File: config.mk
export PLATFORM = sky130hd
export DESIGN_NAME = sprite_anim_seq_flat
export DESIGN_NICKNAME = d
export VERILOG_FILES = /design/src/rtl/sprite_anim_seq_if.sv /design/src/rtl/sprite_anim_seq.sv /design/src/flat_wrapper.sv
export SDC_FILE = /design/constraint.sdc
export NUM_CORES = 1
export LEC_CHECK = 0
export CAP_MARGIN = 10
export CORE_AREA = 2 2 53 55
export DETAILED_ROUTE_END_ITERATION = 8
export DIE_AREA = 0 0 55 57
export GPL_TIMING_DRIVEN = 0
export SYNTH_ARGS = -nofsm -noshare
export SYNTH_HDL_FRONTEND = slang
export SYNTH_SLANG_ARGS = --single-unit
File: constraint.sdc
create_clock -name Clk -period 7.5 [get_ports Clk]
set_input_delay 1.5 -clock Clk [delete_from_list [all_inputs] [get_ports Clk]]
set_output_delay 1.5 -clock Clk [all_outputs]
set_load 0.05 [all_outputs]
File: src/rtl/sprite_anim_seq_if.sv
// sprite_anim_seq_if: per-frame keycode inputs and sprite-select outputs of the animation sequencer.
interface sprite_anim_seq_if #(
    parameter int WALK_FRAMES = 3
);
    localparam int FRAME_W = $clog2(WALK_FRAMES + 3);
    logic               frame_tick;
    logic [7:0]         keycode;
    logic [7:0]         keycode2;
    logic               airborne;
    logic [FRAME_W-1:0] frame_idx;
    logic               facing_left;
    logic               step_pulse;
    modport master (
        output frame_tick, keycode, keycode2, airborne,
        input  frame_idx, facing_left, step_pulse
    );
    modport slave (
        input  frame_tick, keycode, keycode2, airborne,
        output frame_idx, facing_left, step_pulse
    );
endinterface

File: src/rtl/sprite_anim_seq.sv
// sprite_anim_seq: per-frame stand/walk/skid/jump sequencer producing a registered sprite frame index,
// facing direction and footstep pulse from two keycode slots and the airborne flag.
module sprite_anim_seq #(
    parameter int         WALK_FRAMES = 3,
    parameter int         HOLD_TICKS  = 4,
    parameter int         SKID_TICKS  = 6,
    parameter logic [7:0] KEY_LEFT    = 8'h04,
    parameter logic [7:0] KEY_RIGHT   = 8'h07,
    localparam int        FRAME_W     = $clog2(WALK_FRAMES + 3)
) (
    input logic               Clk,
    input logic               Reset,
    sprite_anim_seq_if.slave  bus
);
    localparam int PW = WALK_FRAMES > 1 ? $clog2(WALK_FRAMES) : 1;
    localparam int HW = HOLD_TICKS > 1 ? $clog2(HOLD_TICKS) : 1;
    localparam int SW = SKID_TICKS > 1 ? $clog2(SKID_TICKS) : 1;
    typedef enum logic [1:0] {STAND, WALK, SKID, JUMP} state_t;
    state_t        state;
    logic [PW-1:0] phase;
    logic [PW-1:0] phase_nx;
    logic [HW-1:0] hold;
    logic [SW-1:0] skid;
    logic          key_l;
    logic          key_r;
    logic          dir_valid;
    logic          dir_left;
    assign key_l     = (bus.keycode == KEY_LEFT) | (bus.keycode2 == KEY_LEFT);
    assign key_r     = (bus.keycode == KEY_RIGHT) | (bus.keycode2 == KEY_RIGHT);
    assign dir_valid = key_l ^ key_r;
    assign dir_left  = key_l & ~key_r;
    assign phase_nx  = (phase == PW'(WALK_FRAMES - 1)) ? '0 : phase + 1'b1;
    always_ff @(posedge Clk) begin
        if (Reset) begin
            state           <= STAND;
            phase           <= '0;
            hold            <= '0;
            skid            <= '0;
            bus.frame_idx   <= '0;
            bus.facing_left <= 1'b0;
            bus.step_pulse  <= 1'b0;
        end else begin
            bus.step_pulse <= 1'b0;
            if (bus.frame_tick) begin
                if (bus.airborne) begin
                    state         <= JUMP;
                    bus.frame_idx <= FRAME_W'(WALK_FRAMES + 2);
                    if (dir_valid) bus.facing_left <= dir_left;
                end else begin
                    case (state)
                        STAND, JUMP: begin
                            state         <= dir_valid ? WALK : STAND;
                            phase         <= '0;
                            hold          <= '0;
                            bus.frame_idx <= dir_valid ? FRAME_W'(1) : '0;
                            if (dir_valid) bus.facing_left <= dir_left;
                        end
                        WALK: begin
                            if (!dir_valid) begin
                                state         <= STAND;
                                phase         <= '0;
                                hold          <= '0;
                                bus.frame_idx <= '0;
                            end else if (dir_left != bus.facing_left) begin
                                state           <= SKID;
                                skid            <= '0;
                                bus.facing_left <= dir_left;
                                bus.frame_idx   <= FRAME_W'(WALK_FRAMES + 1);
                            end else if (hold == HW'(HOLD_TICKS - 1)) begin
                                hold           <= '0;
                                phase          <= phase_nx;
                                bus.frame_idx  <= FRAME_W'(phase_nx) + FRAME_W'(1);
                                bus.step_pulse <= (phase_nx == '0);
                            end else begin
                                hold <= hold + 1'b1;
                            end
                        end
                        SKID: begin
                            if (skid == SW'(SKID_TICKS - 1)) begin
                                // a reversal pending at exit falls back to STAND rather than chaining skids
                                state         <= (dir_valid && dir_left == bus.facing_left) ? WALK : STAND;
                                phase         <= '0;
                                hold          <= '0;
                                skid          <= '0;
                                bus.frame_idx <= (dir_valid && dir_left == bus.facing_left) ? FRAME_W'(1) : '0;
                            end else begin
                                skid <= skid + 1'b1;
                            end
                        end
                    endcase
                end
            end
        end
    end
endmodule

File: src/flat_wrapper.sv
// flat-port wrapper written by rule: the top's interface ports become plain ports
module sprite_anim_seq_flat 
#(
    parameter int         WALK_FRAMES = 3,
    parameter int         HOLD_TICKS  = 4,
    parameter int         SKID_TICKS  = 6,
    parameter logic [7:0] KEY_LEFT    = 8'h04,
    parameter logic [7:0] KEY_RIGHT   = 8'h07,
    localparam int        FRAME_W     = $clog2(WALK_FRAMES + 3)
)
  (Clk, Reset, bus_frame_tick, bus_keycode, bus_keycode2, bus_airborne, bus_frame_idx, bus_facing_left, bus_step_pulse);
  sprite_anim_seq_if #(.WALK_FRAMES(WALK_FRAMES)) bus_i ();
  input logic Clk;
  input logic Reset;
  input wire logic [$bits(bus_i.frame_tick)-1:0] bus_frame_tick;
  input wire logic [$bits(bus_i.keycode)-1:0] bus_keycode;
  input wire logic [$bits(bus_i.keycode2)-1:0] bus_keycode2;
  input wire logic [$bits(bus_i.airborne)-1:0] bus_airborne;
  output wire logic [$bits(bus_i.frame_idx)-1:0] bus_frame_idx;
  output wire logic [$bits(bus_i.facing_left)-1:0] bus_facing_left;
  output wire logic [$bits(bus_i.step_pulse)-1:0] bus_step_pulse;
  assign bus_i.frame_tick = bus_frame_tick;
  assign bus_i.keycode = bus_keycode;
  assign bus_i.keycode2 = bus_keycode2;
  assign bus_i.airborne = bus_airborne;
  assign bus_frame_idx = bus_i.frame_idx;
  assign bus_facing_left = bus_i.facing_left;
  assign bus_step_pulse = bus_i.step_pulse;
  sprite_anim_seq #(.WALK_FRAMES(WALK_FRAMES), .HOLD_TICKS(HOLD_TICKS), .SKID_TICKS(SKID_TICKS), .KEY_LEFT(KEY_LEFT), .KEY_RIGHT(KEY_RIGHT)) u_core (.Clk(Clk), .Reset(Reset), .bus(bus_i));
endmodule
* After elaboration in Yosys (flattened, before gate mapping) *
Index checks and enable logic that the tools add are counted.

storage, ports and cells
  output and inout bits = 5
  logic and storage cells = 90
  register bits after elaboration = 14
  input bits = 20

cells by class
  equality and inequality tests = 22
  add/subtract/negate cells = 4
  reductions and logical operators = 13
  bitwise operators = 10
  mux-type cells = 34

operators with widths
  cell                                                    count
  equality test 8 x 3 -> 1 bit (second input constant)    4
  2-to-1 mux 2 bit                                        12
  2-to-1 mux 3 bit                                        8
  case mux 2 bit (3 select lines)                         3
  AND reduction 5 bit                                     2
  inequality test 3 x 2 -> 1 bit (second input constant)  3
  case mux 3 bit (3 select lines)                         1
  equality test 2 bit (second input constant)             4
  2-to-1 mux 1 bit                                        8
  AND reduction 4 bit                                     2
  OR reduction 7 bit                                      1
  inequality test 2 x 1 -> 1 bit (second input constant)  3
  inequality test 3 bit (second input constant)           2
  NOT 1 bit                                               6
  case mux 3 bit (2 select lines)                         1
  AND reduction 3 bit                                     2
  inequality test 5 bit (second input constant)           1
  adder 2 x 1 -> 2 bit (second input constant)            2
  logical NOT 2 bit                                       2
  inequality test 4 bit (second input constant)           1
  adder 2 x 1 -> 3 bit (second input constant)            1
  adder 3 x 1 -> 3 bit (second input constant)            1
  equality test 3 bit (second input constant)             1
  nonzero test 3 bit                                      1
  other kinds (10)                                        11

* Logic depth before layout (Yosys ltp) *
Gate-level depths: netlist of run 1.

  depth in word-level cells = 10
  gate-level depth with buffers = 10
  gate-level depth less buffers = 9

* Worst setup path before layout of run 1 *
Ideal clock, no wire load.

  kind = input-to-reg
  start = in bus_keycode2[5]
  end = reg u_core.bus.frame_idx[2]
  cell stages on the path = 10
  library setup time = 88 ps
  path slack = 3,796 ps
  arrival = 3,616 ps
  path buffers = 1
  required time = 7,412 ps
  cell sequence = nor4_1 -> nand3b_1 -> or3_1 -> o31ai_1 -> ha_1 -> nand2b_1 -> buf_6 -> or4_4 -> and2_4 -> a311oi_2

between the ends
  word-level cells in the longest chain between the ends = 9
  elaborated cells between the ends (all ways) = 14
  classes of those cells = 4 x eq/ne; 4 x mux; 5 x bitwise; 1 x reduce/logical

ends and longest elaborated chain
  element                          line                      RTL
  from (decl)                      flat_wrapper.sv:17        input wire logic [$bits(bus_i.keycode2)-1:0] bus_keycode2;
  equality test 8 x 3 -> 1 bit     sprite_anim_seq.sv:29     assign key_r = (bus.keycode == KEY_RIGHT) | (bus.keycode2 == KEY_RIGHT);
  OR 1 bit                         sprite_anim_seq.sv:29
  NOT 1 bit                        sprite_anim_seq.sv:31     assign dir_left = key_l & ~key_r;
  AND 1 bit                        sprite_anim_seq.sv:31
  inequality test 1 bit            sprite_anim_seq.sv:64     end else if (dir_left != bus.facing_left) begin
  2-to-1 mux 3 bit                 sprite_anim_seq.sv:64
  2-to-1 mux 3 bit                 sprite_anim_seq.sv:59     if (!dir_valid) begin
  case mux 3 bit (3 select lines)  sprite_anim_seq.sv:50     case (state)
  2-to-1 mux 3 bit                 sprite_anim_seq.sv:45     if (bus.airborne) begin
  to (signal assigned)             sprite_anim_seq.sv:47     bus.frame_idx <= FRAME_W'(WALK_FRAMES + 2);
  to (signal assigned)             sprite_anim_seq.sv:55     bus.frame_idx <= dir_valid ? FRAME_W'(1) : '0;
  to (signal assigned)             sprite_anim_seq.sv:68     bus.frame_idx <= FRAME_W'(WALK_FRAMES + 1);
  to (decl)                        sprite_anim_seq_if.sv:19  output frame_idx, facing_left, step_pulse

Several ways; a longest one is shown, not always the timed one.
A chain may end at the register's enable or synchronous reset.

* Worst setup path after layout of run 1 *
Ends and elaborated chain as after synthesis.

==> results of run 1 <==
final cells by class:
type | instances | area share, %
timing repair buffer | 24 | 20.19
clock buffer | 3 | 1.893
sequential | 14 | 23.55
buffer | 2 | 1.262
multi-input combinational | 83 | 47.95
inverter | 6 | 1.893
tap | 31 | 3.260
sequential cells by signal (all words and copies together) (netlist names):
signal / flops
u_core.bus.facing_left: 1
u_core.state: 2
u_core.phase: 2
u_core.bus.step_pulse: 1
u_core.skid: 3
u_core.hold: 2
u_core.bus.frame_idx: 3
cell families (layout without fill, tap and decap cells):
| kind of cell | after synthesis | after routing | share of synthesized area [%] |
|---|---|---|---|
| buffers and inverters | 8 | 35 | 4.225 |
| AOI/OAI and AO/OA | 32 | 32 | 24.23 |
| adders and majority gates | 6 | 6 | 8.450 |
| DFF | 14 | 14 | 31.55 |
| and+or+nand+nor | 41 | 41 | 27.18 |
| xor gates and xnor gates | 2 | 2 | 1.972 |
| muxes | 2 | 2 | 2.394 |
power breakdown:
part	internal (mW)	leakage [nW]	switching, mW
Clock	0.0186	0.0138	0.0232
Combinational	0.0172	0.292	0.0157
Sequential	0.0762	0.114	0.00135
Total	0.112	0.419	0.0402
worst max-delay path, delay by kind of cell:
kind	cells	cell delay [ps]
buf+inv	2	540
fa+ha+maj	1	320
compound gates	2	290
simple gates	6	1510
how the worst max path moves through the flow:
stage | endpoint | slack, ps | cells past startpoint | start
floorplan | u_core.bus.frame_idx[2] | 3800 | 10 | bus_keycode2[5]
global placement | u_core.bus.frame_idx[2] | 3250 | 11 | bus_keycode2[5]
detailed placement | u_core.bus.frame_idx[2] | 3210 | 11 | bus_keycode2[5]
CTS | u_core.bus.frame_idx[2] | 3490 | 11 | bus_keycode2[5]
global route | u_core.bus.frame_idx[2] | 3370 | 11 | bus_keycode2[5]
finish | u_core.bus.frame_idx[2] | 3520 | 11 | bus_keycode2[5]
layout by cell type (no fill, tap or decap), types with 2 or more instances in the layout:
cell type         n
clkdlybuf4s50_1  24
dfxtp_1          14
a21oi_1          10
nor3_1            8
o21ai_0           7
inv_1             6
nor2_1            6
ha_1              6
nand2b_1          4
nor4_1            3
nand2_1           3
nand4_1           3
clkbuf_4          3
nand3b_1          2
or3_1             2
o21a_1            2
nor2b_1           2
nor3b_1           2
a22o_1            2
metal layers:
metal / global-route usage (%) / routed length (um)
met5: 0 / 0
met1: 17.75 / 861
met4: 7.317 / 40
met3: 2.880 / 166
met2: 23.81 / 985
==> qor.yml, run 1 <==
place:
  gp_congestion: 0.8578
  placed_cell_area_sq_um: 1167
  dp_slack_ps: 3207
  dp_hpwl_mm: 1.638
  dp_cells: 160
  port-buffer-count: 24
floorplanning:
  rows: 19
  coreArea_sq_um: 2615
  start_util_pct: 33.97
  io_pins: 25
  chipHeight_um: 57
  chipWidth_um: 55
  fp.dieArea_sq_um: 3135
layout:
  n_antenna_cell: 0
  multiInputGateArea_sq_um: 570.5
  stdcell_count: 163
  area_delta_synth_final_pct: 33.94
  fillCellCount: 277
  seqCellArea_sq_um: 280.3
  final_area_sq_um: 1190
  drive_gt1_share_pct: 8.333
  final_util_pct: 45.50
  fin_nets: 160
timing:
  whs_ps: 490.3
  slew_violations: 0
  hold_viol: 0
  rsz0062_at_grt: "no"
  finalSetupViolCount: 0
  slew_headroom_pct: 59.57
  min_period_ps: 3983
  post-route-period-util_pct: 53.11
  clock_skew_ps: 1.640
  fmax_ghz: 0.2511
  postLayoutSetupSlackWorst_ps: 3517
  worstMarginPinSlew_ps: 598.8
  tns_ps: 0
cts:
  holdBufCountCts: 0
  root_buffer: "clkbuf_4"
  ctsResizeCount: 0
  htreeDepth: 1
  clkTransAtPathRegs_ps: 80
  cts_inserted_buffers: 3
  clk_path_buf_depth: 2
  clock_latency_ps: 280
  cts_setup_buffers: 0
  cts_sinks: 14
  cts_tree: "built"
run_status:
  status: "finished, final reports clean"
detailed_routing:
  vias_per_cell: 5.405
  drcViolationCount: 0
  drt_iter0_drc: 11
  num_vias: 881
  wl_per_cell_um: 12.60
  drt_wl_total_mm: 2.054
  dr.pass1.iters: 4
  ant_nets: 0
pwr:
  ir_drop_v: 0.00007036
  p_total_mw: 0.1522
  power.density_nw_per_um2: 127.9
  power.leakage_nw: 0.4193
critical_path:
  crit_slowest_cell: "or4_4"
  max_stage_delay_ps: 440
  worst_ep_arrival_time_ps: 4180
  r2r_setup_slack_ps: 5710
  crit_path_end_kind: "flip-flop"
  startpoint_type: "input port"
  critical_path.cell_chain: "clkdlybuf4s50_1, nor4_1, nand3b_1, or3_1, o31ai_1, ha_1, nand2b_1, buf_6, or4_4, and2_4, a311oi_2"
  worstSetupPathType: "in -> reg"
  timing.rr.end: "u_core.bus.frame_idx[2]"
  cp_max_fo: 9
  rr_startpoint: "u_core.state[1]"
  required_ps: 7700
  rr_worst_depth: 7
global_routing:
  grt_pass1_wl_mm: 3.387
  grt_pass1_vias: 824
  grt_overflow: 0
  antenna_found_initial: 0
  track_usage_pct: 14.60
  grt_max_degree: 11
synthesis:
  synthCells: 105
  synth_enable_flop_cells: 0
  yosysSeqAreaShare_pct: 31.55
  dominantRegCellSynth: "dfxtp_1"
  ys.warnings.count: 0
  syn_nets: 131
  ys_top_cells_by_area: "dfxtp_1 (32%), ha_1 (8.5%), a21oi_1 (5.6%)"
  synth_commonest_cells: "dfxtp_1 (14), a21oi_1 (10), nor3_1 (8), o21ai_0 (7)"
  syn-cell-area_sq_um: 888.4
  ys_types: 40
  synth.most_common_cell: "dfxtp_1"
  yosys.area.top_type: "dfxtp_1"
  async_flop_share_pct: 0
  synth-seq-cells: 14
  synth_top_area_share_pct: 31.55
  syn_avg_cell_area_sq_um: 8.460
flow_run:
  maxCapViolations: 0
min_path:
  hold_class: "reg -> reg"
  hp-start: "u_core.hold[1]"
  hold-path-endpoint: "u_core.hold[1]"
  worstHoldPathCells: 1
(Power assumes the default switching activity.)
==> run 2, diff against run 1 <==
clock period = 3.32 ns   (was 7.5 ns; I/O delays follow)
==> results of run 2 <==
Same layout as run 1 (identical final DEF). Status: finished, final reports clean.
Main changes from that run: setup slack after placement 3207 ps -> -137.4 ps; setup slack after layout 3517 ps -> 173.0 ps; register-to-register setup slack 5710 ps -> 1530 ps; total power 0.1522 mW -> 0.3438 mW; worst IR drop on VDD 0.00007036 V -> 0.0001590 V
==> run 3, diff against run 2 <==
DONT_BUFFER_PORTS = 1   (was unset)
==> run 3 against run 2 <==
Effect of this change: global-route usage fell by 1.4 points; non-clock buffer count fell by 24; register-to-register slack got worse by 240 ps; final area decreased by 19%; via count is 9.6% lower; critical path depth is 1 lower; clock skew grew 6.1 ps; fmax rose by 16%; clock power is 31% higher; utilization shrank 8.7 points; total power rose by 0.15%; critical endpoint unchanged; largest cell class unchanged; highest routed layer unchanged.
==> qor.yml, run 3 (synthesis gave the netlist of run 1 again) <==
floorplanning:
  chipHeight_um: 57  # unchanged
  fp.dieArea_sq_um: 3135  # unchanged
  coreArea_sq_um: 2615  # unchanged
  start_util_pct: 33.97  # unchanged
  io_pins: 25  # unchanged
  rows: 19  # unchanged
  chipWidth_um: 55  # unchanged
place:
  gp_congestion: 0.8060  # -6.0%
  dp_hpwl_mm: 1.442  # -12%
  placed_cell_area_sq_um: 927.1  # -21%
  port-buffer-count: 0  # -100%
cts:
  holdBufCountCts: 0  # unchanged
  cts_setup_buffers: 0  # unchanged
  clkTransAtPathRegs_ps: 90  # about the same
  cts_sinks: 14  # unchanged
  cts_tree: "built"
  clock_latency_ps: 290  # about the same
  htreeDepth: 1  # unchanged
  root_buffer: "clkbuf_4"
  cts_inserted_buffers: 3  # unchanged
  ctsResizeCount: 0  # unchanged
  clk_path_buf_depth: 2  # unchanged
pwr:
  power.leakage_nw: 0.3347  # -20%
  power.density_nw_per_um2: 357.4
  p_total_mw: 0.3443
  ir_drop_v: 0.0002232
timing:
  post-route-period-util_pct: 82.03
  worstMarginPinSlew_ps: 609.8  # +11.02 ps
  tns_ps: 0  # unchanged
  whs_ps: 430.7  # -59.65 ps
  hold_viol: 0  # unchanged
  min_period_ps: 2723
  slew_violations: 0  # unchanged
  slew_headroom_pct: 59.29  # -0.28 points
  rsz0062_at_grt: "no"
  clock_skew_ps: 7.707  # +6.066 ps
  fmax_ghz: 0.3672
  finalSetupViolCount: 0  # unchanged
critical_path:
  worst_ep_arrival_time_ps: 2930
  startpoint_type: "input port"
  required_ps: 3530
  worstSetupPathType: "in -> reg"
  crit_path_end_kind: "flip-flop"
  cp_max_fo: 9  # unchanged
layout:
  final_area_sq_um: 963.4  # -19%
  drive_gt1_share_pct: 11.01  # +2.7 points
  area_delta_synth_final_pct: 8.451
  fin_nets: 136  # -15%
  mostFrequentLayoutCells: "dfxtp_1 (14), a21oi_1 (10), nor3_1 (8)"
  largestRegisters: "u_core.bus.frame_idx: 3 flops, u_core.skid: 3 flops"
  final_common_cell: "dfxtp_1"
  n_antenna_cell: 0  # unchanged
detailed_routing:
  dr.pass1.iters: 4  # unchanged
  drcViolationCount: 0  # unchanged
  drt_wl_total_mm: 1.842  # -10%
  ant_nets: 0  # unchanged
  num_vias: 796  # -9.6%
  vias_per_cell: 5.686  # +5.2%
  drt_iter0_drc: 13  # +2
  wl_per_cell_um: 13.16  # +4.4%
global_routing:
  grt_max_degree: 11  # unchanged
  grt_pass1_wl_mm: 3.008  # -11%
  grt_pass1_vias: 725  # -12%
  track_usage_pct: 13.24  # -1.4 points
  grt_overflow: 0  # unchanged
  antenna_found_initial: 0  # unchanged
flow_run:
  maxCapViolations: 0  # unchanged
run_status:
  status: "finished, final reports clean"
min_path:
  hold_class: "in -> reg"
==> run 3: changes by cell type in the layout (fill, tap and decap cells not counted), sizes merged <==
cell | before | now
clkbuf | 4 | 5
clkdlybuf4s50 | 24 | 0
==> run 3: path summary, 6_finish.rpt <==
path                     startpoint                      end  slack [ps]  cells after the start
max                 bus_keycode2[5]  u_core.bus.frame_idx[2]         600                     10
min reg2reg          u_core.hold[1]           u_core.hold[1]         480                      1
max reg2reg  u_core.bus.facing_left  u_core.bus.frame_idx[2]        1290                      4
min                           Reset  u_core.bus.frame_idx[2]         430                      1
==> run 3: area by class of cell <==
type,count,area [sq um]
Fill cell,281,1652
Multi-Input combinational cell,83,570.5
Clock buffer,4,36.28
Inverter,6,22.52
Buffer,2,15.01
Sequential cell,14,280.3
Tap cell,31,38.79
==> run 3: metrics by stage <==
step / cells / util, % / worst slack (ps)
2_1_floorplan: 105 / - / 452.4
3_3_place_gp: 136 / 35.45 / 346.9
3_5_place_dp: 136 / 35.45 / 298.8
4_1_cts: 140 / 36.84 / 588.1
5_1_grt: 140 / 36.84 / 490.2
6_report: 140 / 36.84 / 596.7
==> run 3: report_power, final <==
group	internal, mW	switching, mW	leakage, nW
clock	0.0668	0.0567	0.0210
sequential	0.172	0.00987	0.114
combinational	0.0167	0.0221	0.200
total	0.256	0.0887	0.335
==> run 3: critical path, stage by stage <==
cell and delay (ps):
nor4_1 250, nand3b_1 140, or3_1 320, o31ai_1 80
ha_1 320, nand2b_1 180, buf_6 140, or4_4 440
and2_4 180, a311oi_2 220
==> run 3: metal layers <==
layer	up-vias	global-route usage (%)	share of wire (%)
li1	402	-	-
met1	355	16.26	45
met4	0	6.272	1.7
met2	35	19.73	44
met5	-	0	0
met3	4	5.497	9.3
